## config.mk

```make
export PLATFORM = sky130hd
export DESIGN_NAME = multicycle_main_fsm_flat
export DESIGN_NICKNAME = d
export VERILOG_FILES = /design/src/rtl/mips_ctrl_pkg.sv /design/src/rtl/multicycle_main_fsm_if.sv /design/src/rtl/alu_decoder.sv /design/src/rtl/multicycle_main_fsm.sv /design/src/flat_wrapper.sv
export SDC_FILE = /design/constraint.sdc
export NUM_CORES = 1
export LEC_CHECK = 0
export BUFFER_PORTS_ARGS = -buffer_cell sky130_fd_sc_hd__buf_2
export CAP_MARGIN = 20
export CORE_ASPECT_RATIO = 1.75
export CORE_MARGIN = 2
export CORE_UTILIZATION = 28
export CTS_CLUSTER_SIZE = 40
export DETAILED_ROUTE_END_ITERATION = 10
export GPL_TIMING_DRIVEN = 0
export SYNTH_ARGS = -nofsm -noshare
export SYNTH_HDL_FRONTEND = slang
export SYNTH_HIERARCHICAL = 1
export SYNTH_SLANG_ARGS = --single-unit
```

## constraint.sdc

```tcl
create_clock -name clk -period 2.8 [get_ports clk]
set_input_delay 0.14 -clock clk [delete_from_list [all_inputs] [get_ports clk]]
set_output_delay 0.14 -clock clk [all_outputs]
set_load 0.01 [all_outputs]
```

## src/rtl/mips_ctrl_pkg.sv

```systemverilog
// Shared encodings for the multicycle MIPS control unit: states, opcodes, functs,
// ALU control codes and datapath select codes.
package mips_ctrl_pkg;

  localparam logic [3:0] ST_FETCH   = 4'd0;
  localparam logic [3:0] ST_DECODE  = 4'd1;
  localparam logic [3:0] ST_MEMADR  = 4'd2;
  localparam logic [3:0] ST_MEMRD   = 4'd3;
  localparam logic [3:0] ST_MEMWB   = 4'd4;
  localparam logic [3:0] ST_MEMWR   = 4'd5;
  localparam logic [3:0] ST_RTYPEEX = 4'd6;
  localparam logic [3:0] ST_RTYPEWB = 4'd7;
  localparam logic [3:0] ST_BEQEX   = 4'd8;
  localparam logic [3:0] ST_ADDIEX  = 4'd9;
  localparam logic [3:0] ST_ADDIWB  = 4'd10;
  localparam logic [3:0] ST_JEX     = 4'd11;

  typedef enum logic [3:0] {
    FETCH   = ST_FETCH,
    DECODE  = ST_DECODE,
    MEMADR  = ST_MEMADR,
    MEMRD   = ST_MEMRD,
    MEMWB   = ST_MEMWB,
    MEMWR   = ST_MEMWR,
    RTYPEEX = ST_RTYPEEX,
    RTYPEWB = ST_RTYPEWB,
    BEQEX   = ST_BEQEX,
    ADDIEX  = ST_ADDIEX,
    ADDIWB  = ST_ADDIWB,
    JEX     = ST_JEX
  } state_t;

  localparam logic [5:0] OP_RTYPE = 6'b000000;
  localparam logic [5:0] OP_LW    = 6'b100011;
  localparam logic [5:0] OP_SW    = 6'b101011;
  localparam logic [5:0] OP_BEQ   = 6'b000100;
  localparam logic [5:0] OP_ADDI  = 6'b001000;
  localparam logic [5:0] OP_J     = 6'b000010;

  localparam logic [5:0] FN_ADD = 6'b100000;
  localparam logic [5:0] FN_SUB = 6'b100010;
  localparam logic [5:0] FN_AND = 6'b100100;
  localparam logic [5:0] FN_OR  = 6'b100101;
  localparam logic [5:0] FN_SLT = 6'b101010;

  localparam logic [2:0] ALU_ADD = 3'b010;
  localparam logic [2:0] ALU_SUB = 3'b110;
  localparam logic [2:0] ALU_AND = 3'b000;
  localparam logic [2:0] ALU_OR  = 3'b001;
  localparam logic [2:0] ALU_SLT = 3'b111;

  // alu_op from the FSM to the ALU decoder
  localparam logic [1:0] ALUOP_ADD   = 2'b00;
  localparam logic [1:0] ALUOP_SUB   = 2'b01;
  localparam logic [1:0] ALUOP_FUNCT = 2'b10;

  localparam logic [1:0] SRCB_B      = 2'b00;
  localparam logic [1:0] SRCB_FOUR   = 2'b01;
  localparam logic [1:0] SRCB_IMM    = 2'b10;
  localparam logic [1:0] SRCB_IMM_SH = 2'b11;

  localparam logic [1:0] PCSRC_ALU    = 2'b00;
  localparam logic [1:0] PCSRC_ALUOUT = 2'b01;
  localparam logic [1:0] PCSRC_JUMP   = 2'b10;

  function automatic logic is_supported_op(input logic [5:0] op);
    return (op == OP_LW) || (op == OP_SW) || (op == OP_RTYPE) ||
           (op == OP_BEQ) || (op == OP_ADDI) || (op == OP_J);
  endfunction

endpackage

```

## src/rtl/multicycle_main_fsm_if.sv

```systemverilog
// Control-unit <-> datapath bundle: instruction/flag inputs to the FSM and
// the selects/strobes it drives back. master = control unit, slave = datapath.
interface multicycle_main_fsm_if #(
  parameter int ALUCTL_W = 3
);
  logic [5:0]          op;
  logic [5:0]          funct;
  logic                zero;
  logic                mem_ready;
  logic                mem_write;
  logic                ir_write;
  logic                reg_write;
  logic                pc_en;
  logic                iord;
  logic                mem_to_reg;
  logic                reg_dst;
  logic                alu_src_a;
  logic [1:0]          alu_src_b;
  logic [1:0]          pc_src;
  logic [ALUCTL_W-1:0] alu_control;
  logic                illegal;

  modport master (
    input  op, funct, zero, mem_ready,
    output mem_write, ir_write, reg_write, pc_en, iord, mem_to_reg, reg_dst,
           alu_src_a, alu_src_b, pc_src, alu_control, illegal
  );

  modport slave (
    output op, funct, zero, mem_ready,
    input  mem_write, ir_write, reg_write, pc_en, iord, mem_to_reg, reg_dst,
           alu_src_a, alu_src_b, pc_src, alu_control, illegal
  );
endinterface

```

## src/rtl/alu_decoder.sv

```systemverilog
// ALU control decode from the FSM's alu_op and the instruction funct field.
// Latency: purely combinational. Backpressure: none.
// Unknown functs fall back to add and raise funct_illegal.
module alu_decoder
  import mips_ctrl_pkg::*;
(
  input  logic [1:0] alu_op,
  input  logic [5:0] funct,
  output logic [2:0] alu_control,
  output logic       funct_illegal
);

  always_comb begin
    alu_control   = ALU_ADD;
    funct_illegal = 1'b0;
    case (alu_op)
      ALUOP_ADD: alu_control = ALU_ADD;
      ALUOP_SUB: alu_control = ALU_SUB;
      default: begin
        case (funct)
          FN_ADD: alu_control = ALU_ADD;
          FN_SUB: alu_control = ALU_SUB;
          FN_AND: alu_control = ALU_AND;
          FN_OR:  alu_control = ALU_OR;
          FN_SLT: alu_control = ALU_SLT;
          default: begin
            alu_control   = ALU_ADD;
            funct_illegal = 1'b1;
          end
        endcase
      end
    endcase
  end

endmodule

```

## src/rtl/multicycle_main_fsm.sv

```systemverilog
// Main control FSM for a shared-memory multicycle MIPS datapath.
// Latency: outputs decoded combinationally from the current state; one state per cycle.
// Backpressure: FETCH/MEMRD/MEMWR hold until mem_ready (when WAIT_ON_MEM=1).
module multicycle_main_fsm
  import mips_ctrl_pkg::*;
#(
  parameter bit WAIT_ON_MEM = 1'b1,
  parameter int ALUCTL_W    = 3
) (
  input  logic                  clk,
  input  logic                  reset,
  multicycle_main_fsm_if.master bus
);

  state_t     state, state_nxt;
  logic       mem_rdy;
  logic       mem_write_d, ir_write_d, reg_write_d;
  logic       pc_write, branch, op_illegal;
  logic       iord_d, mem_to_reg_d, reg_dst_d, alu_src_a_d;
  logic [1:0] alu_src_b_d, pc_src_d, alu_op;
  logic [2:0] alu_ctl;
  logic       funct_illegal;

  assign mem_rdy = WAIT_ON_MEM ? bus.mem_ready : 1'b1;

  always_ff @(posedge clk) begin
    if (reset) state <= FETCH;
    else       state <= state_nxt;
  end

  always_comb begin
    state_nxt    = state;
    mem_write_d  = 1'b0;
    ir_write_d   = 1'b0;
    reg_write_d  = 1'b0;
    pc_write     = 1'b0;
    branch       = 1'b0;
    op_illegal   = 1'b0;
    iord_d       = 1'b0;
    mem_to_reg_d = 1'b0;
    reg_dst_d    = 1'b0;
    alu_src_a_d  = 1'b0;
    alu_src_b_d  = SRCB_B;
    pc_src_d     = PCSRC_ALU;
    alu_op       = ALUOP_ADD;
    case (state)
      FETCH: begin
        alu_src_b_d = SRCB_FOUR;
        ir_write_d  = mem_rdy;
        pc_write    = mem_rdy;
        if (mem_rdy) state_nxt = DECODE;
      end
      DECODE: begin
        // Branch target precomputed here so BEQEX can select ALUOut.
        alu_src_b_d = SRCB_IMM_SH;
        case (bus.op)
          OP_LW, OP_SW: state_nxt = MEMADR;
          OP_RTYPE:     state_nxt = RTYPEEX;
          OP_BEQ:       state_nxt = BEQEX;
          OP_ADDI:      state_nxt = ADDIEX;
          OP_J:         state_nxt = JEX;
          default: begin
            op_illegal = 1'b1;
            state_nxt  = FETCH;
          end
        endcase
      end
      MEMADR: begin
        alu_src_a_d = 1'b1;
        alu_src_b_d = SRCB_IMM;
        state_nxt   = (bus.op == OP_SW) ? MEMWR : MEMRD;
      end
      MEMRD: begin
        iord_d = 1'b1;
        if (mem_rdy) state_nxt = MEMWB;
      end
      MEMWB: begin
        mem_to_reg_d = 1'b1;
        reg_write_d  = 1'b1;
        state_nxt    = FETCH;
      end
      MEMWR: begin
        iord_d      = 1'b1;
        mem_write_d = 1'b1;
        if (mem_rdy) state_nxt = FETCH;
      end
      RTYPEEX: begin
        alu_src_a_d = 1'b1;
        alu_op      = ALUOP_FUNCT;
        state_nxt   = RTYPEWB;
      end
      RTYPEWB: begin
        reg_dst_d   = 1'b1;
        reg_write_d = 1'b1;
        state_nxt   = FETCH;
      end
      BEQEX: begin
        alu_src_a_d = 1'b1;
        alu_op      = ALUOP_SUB;
        pc_src_d    = PCSRC_ALUOUT;
        branch      = 1'b1;
        state_nxt   = FETCH;
      end
      ADDIEX: begin
        alu_src_a_d = 1'b1;
        alu_src_b_d = SRCB_IMM;
        state_nxt   = ADDIWB;
      end
      ADDIWB: begin
        reg_write_d = 1'b1;
        state_nxt   = FETCH;
      end
      JEX: begin
        pc_src_d  = PCSRC_JUMP;
        pc_write  = 1'b1;
        state_nxt = FETCH;
      end
      default: state_nxt = FETCH;
    endcase
  end

  alu_decoder u_alu_decoder (
    .alu_op        (alu_op),
    .funct         (bus.funct),
    .alu_control   (alu_ctl),
    .funct_illegal (funct_illegal)
  );

  // Reset masks every output so an abandoned instruction cannot write anything.
  assign bus.mem_write   = ~reset & mem_write_d;
  assign bus.ir_write    = ~reset & ir_write_d;
  assign bus.reg_write   = ~reset & reg_write_d;
  assign bus.pc_en       = ~reset & (pc_write | (branch & bus.zero));
  assign bus.illegal     = ~reset & (op_illegal | funct_illegal);
  assign bus.iord        = ~reset & iord_d;
  assign bus.mem_to_reg  = ~reset & mem_to_reg_d;
  assign bus.reg_dst     = ~reset & reg_dst_d;
  assign bus.alu_src_a   = ~reset & alu_src_a_d;
  assign bus.alu_src_b   = reset ? 2'b00 : alu_src_b_d;
  assign bus.pc_src      = reset ? 2'b00 : pc_src_d;
  assign bus.alu_control = reset ? '0 : ALUCTL_W'(alu_ctl);

endmodule

```

## src/flat_wrapper.sv

```systemverilog
// flat-port wrapper written by rule: the top's interface ports become plain ports
module multicycle_main_fsm_flat import mips_ctrl_pkg::*;
#(
  parameter bit WAIT_ON_MEM = 1'b1,
  parameter int ALUCTL_W    = 3
)
  (clk, reset, bus_op, bus_funct, bus_zero, bus_mem_ready, bus_mem_write, bus_ir_write, bus_reg_write, bus_pc_en, bus_iord, bus_mem_to_reg, bus_reg_dst, bus_alu_src_a, bus_alu_src_b, bus_pc_src, bus_alu_control, bus_illegal);
  multicycle_main_fsm_if #(.ALUCTL_W(ALUCTL_W)) bus_i ();
  input  logic clk;
  input  logic reset;
  input wire logic [$bits(bus_i.op)-1:0] bus_op;
  input wire logic [$bits(bus_i.funct)-1:0] bus_funct;
  input wire logic [$bits(bus_i.zero)-1:0] bus_zero;
  input wire logic [$bits(bus_i.mem_ready)-1:0] bus_mem_ready;
  output wire logic [$bits(bus_i.mem_write)-1:0] bus_mem_write;
  output wire logic [$bits(bus_i.ir_write)-1:0] bus_ir_write;
  output wire logic [$bits(bus_i.reg_write)-1:0] bus_reg_write;
  output wire logic [$bits(bus_i.pc_en)-1:0] bus_pc_en;
  output wire logic [$bits(bus_i.iord)-1:0] bus_iord;
  output wire logic [$bits(bus_i.mem_to_reg)-1:0] bus_mem_to_reg;
  output wire logic [$bits(bus_i.reg_dst)-1:0] bus_reg_dst;
  output wire logic [$bits(bus_i.alu_src_a)-1:0] bus_alu_src_a;
  output wire logic [$bits(bus_i.alu_src_b)-1:0] bus_alu_src_b;
  output wire logic [$bits(bus_i.pc_src)-1:0] bus_pc_src;
  output wire logic [$bits(bus_i.alu_control)-1:0] bus_alu_control;
  output wire logic [$bits(bus_i.illegal)-1:0] bus_illegal;
  assign bus_i.op = bus_op;
  assign bus_i.funct = bus_funct;
  assign bus_i.zero = bus_zero;
  assign bus_i.mem_ready = bus_mem_ready;
  assign bus_mem_write = bus_i.mem_write;
  assign bus_ir_write = bus_i.ir_write;
  assign bus_reg_write = bus_i.reg_write;
  assign bus_pc_en = bus_i.pc_en;
  assign bus_iord = bus_i.iord;
  assign bus_mem_to_reg = bus_i.mem_to_reg;
  assign bus_reg_dst = bus_i.reg_dst;
  assign bus_alu_src_a = bus_i.alu_src_a;
  assign bus_alu_src_b = bus_i.alu_src_b;
  assign bus_pc_src = bus_i.pc_src;
  assign bus_alu_control = bus_i.alu_control;
  assign bus_illegal = bus_i.illegal;
  multicycle_main_fsm #(.WAIT_ON_MEM(WAIT_ON_MEM), .ALUCTL_W(ALUCTL_W)) u_core (.clk(clk), .reset(reset), .bus(bus_i));
endmodule
```

==> flow_summary.toml <==
[clocking]
post_cts_buffers = 0
cts_inserted_buffers = 3
clkSlewWorstSetupHoldPaths_ns = 0.03
cts_tree = "built"
cts-root-buf = "clkbuf_8"
clock_path_buffers = 2
cts_hold_buffers = 0
cts_sinks = 4
clk_latency_ns = 0.22
cts_resized = 0
ctsHtreeMaxLevel = 1

[timing]
finalSetupTns_ns = 0
worst_hold_slack_ns = 0.279
fmax_ghz = 0.520
finClkSkew_ns = 0.00622
maxSlewHeadroom_pct = 62.0
rsz0062_at_grt = "no"
hold_viol_final = 0
maxSlewViolCount = 0
fin_crit_ns = 1.92
tightest_slew_ns = 0.564
setup_viol = 0
fin_crit_sh_pct = 68.7
setup_ws_ns = 0.877

[synthesis]
synth_area_leaders = "dfxtp_1 (12%), and4bb_1 (5.4%), nor3_1 (5.1%), o21ai_0 (5.1%), and3_1 (4.5%)"
syn_area_per_cell_um2 = 7.18
seq_area_frac_synth_pct = 11.6
yosys.area.top_type_share_pct = 11.6
yosys.area_share.simple_pct = 44.1
syn_inst = 96
synth_fa_ha_area_share_pct = 0
yosysTopAreaCell = "dfxtp_1"
synth_edf_count = 0
synth_mux_area_share_pct = 4.54
syn_nets = 112
synth-async-reset-ratio_pct = 0
synth-xor-area-share_pct = 5.08
synth_area_um2 = 689
ys_ff_latch = 4
ys_warn_count = 6
synth_top_family_by_area = "simple AND/OR/NAND/NOR gates"
synth_top_flop_cell = "dfxtp_1"
synthDistinctLibCells = 39
synth_compound_area_share_pct = 26.9

[drt]
finalWirelength_um = 2120
num_vias = 852
remaining_drc_errors = 0
viasPerCell = 5.50
wl_per_cell_um = 13.7
dr.pass1.iters = 4
ant_nets = 0
drt-initial-drc-count = 26

[hold_path]
min_from = "bus_op[5]"
hold_class = "in2reg"
holdPathEnd = "u_core/state[2]"
hold_path_depth = 4

[critical_path]
reg2reg_depth = 4
critical_path.max_stage_delay_ns = 0.29
path_max_fanout = 10
r2r-end = "u_core/state[2]"
reg2reg_from = "u_core/state[1]"
rrSetupSlack_ns = 1.46
crit_type = "reg2out"
cpMostUsedCell = "buf_2"
crit_chain = "buf_2 -> buf_2 -> and3_1 -> and4bb_1 -> a22o_1 -> nor2b_1 -> buf_2"
cp_num_buf_inv = 3
crit_family = "buffers and inverters"
endpoint_kind = "output pin"
critPathLaunchType = "flip-flop"
required_ns = 2.66
critPathSlowestCell = "dfxtp_1"
arrival_ns = 1.78

[grt]
grt_max_degree = 11
grt_overflow_total = 0
antenna_found_initial = 0
grt_usage_pct = 15.3
grt_pass1_vias = 871
grt_pass1_wl_um = 3600

[finish]
area_growth_pct = 33.0
layout_common_cells = "buf_2 (35), nor3_1 (7), o21ai_0 (7)"
regMostFlops = "u_core/state"
largest_register_ffs = 4
diodes = 0
final_layout_size_suffix_gt1_share_pct = 33.8
top_regs = "u_core/state: 4 flops"
finalNetCount = 148
final_cell_area_um2 = 917
final_common_cell = "buf_2"
fill_cells = 263

[die]
initial_utilization_pct = 29.9
fp.dieW_um = 41.5
die_area_mm2 = 0.00289
die_h_um = 69.6
io_pins = 32
rows = 23
core_mm2 = 0.00230

[placement]
placed_cell_area_um2 = 876
dp_hpwl_um = 1710
place_ws_ns = 1.12
gp_congestion = 0.891
io_buffers = 31

[power_and_ir_drop]
peakVddDrop_uv = 245
powerDensity_mw_per_mm2 = 286
p_leak_nw = 0.455

[run_status]
status = "complete, no violations"

[job]
drv_cap = 0
cell type report:
| cell class | instances | area (µm²) | area share [%] |
|---|---|---|---|
| timing repair buffer | 31 | 155 | 16.9 |
| tap | 25 | 31.3 | 3.41 |
| buffer | 6 | 35.0 | 3.82 |
| sequential | 4 | 80.1 | 8.73 |
| multi-input combinational | 81 | 556 | 60.6 |
| inverter | 5 | 18.8 | 2.05 |
| clock buffer | 3 | 41.3 | 4.50 |
synthesized netlist by cell type (3+ instances only):
cell / number
and3_1: 5
o21ai_0: 7
inv_1: 5
nor2b_1: 5
nand2_1: 6
buf_2: 4
nand2b_1: 3
dfxtp_1: 4
a22o_1: 3
nor4_1: 3
and4bb_1: 3
nor2_1: 6
nor3_1: 7
nand3_1: 3
power breakdown:
| group | switching (W) | internal, W |
|---|---|---|
| clock | 0.0000301 | 0.0000917 |
| combinational | 0.0000437 | 0.0000351 |
| sequential | 0.00000214 | 0.0000593 |
| total | 0.0000760 | 0.000186 |
worst reg2reg max path: stages, from the launching register on:
cell,delay (ns)
dfxtp_1,0.45
buf_2,0.27
nand2_1,0.14
o22a_1,0.19
a211oi_2,0.21
kinds of logic (layout without fill, tap and decap cells):
family | Yosys count | after routing
compound gates | 25 | 25
xor+xnor | 4 | 4
buf+inv | 11 | 45
simple gates | 49 | 49
flops | 4 | 4
mux | 3 | 3
layer usage:
metal / global-route usage [%] / vias to the layer above / part of all wire, %
met5: 0 / - / 0
met4: 10.0 / 0 / 2.0
met3: 2.86 / 6 / 5.7
met2: 26.9 / 33 / 55
met1: 15.8 / 380 / 37
li1: - / 433 / -
through the flow:
step | util, % | instances | total power [W]
5_1_grt | 39.8 | 155 | 0.000278
6_report | 39.8 | 155 | 0.000262
3_3_place_gp | 38.0 | 152 | 0.000139
2_1_floorplan | - | 96 | 0.000109
3_5_place_dp | 38.0 | 152 | 0.000140
4_1_cts | 39.8 | 155 | 0.000265
worst max path at each step:
stage / startpoint / to / slack [ns] / depth (start not counted)
finish: u_core/state[2] / bus_alu_control[2] / 0.88 / 7
global route: u_core/state[2] / bus_alu_control[2] / 0.77 / 7
global placement: u_core/state[2] / bus_alu_control[2] / 1.13 / 7
floorplan: u_core/state[2] / bus_alu_control[2] / 1.31 / 6
detailed placement: u_core/state[2] / bus_alu_control[2] / 1.12 / 7
CTS: u_core/state[2] / bus_alu_control[2] / 0.88 / 7
No activity file was read; power rests on OpenSTA's default activity.
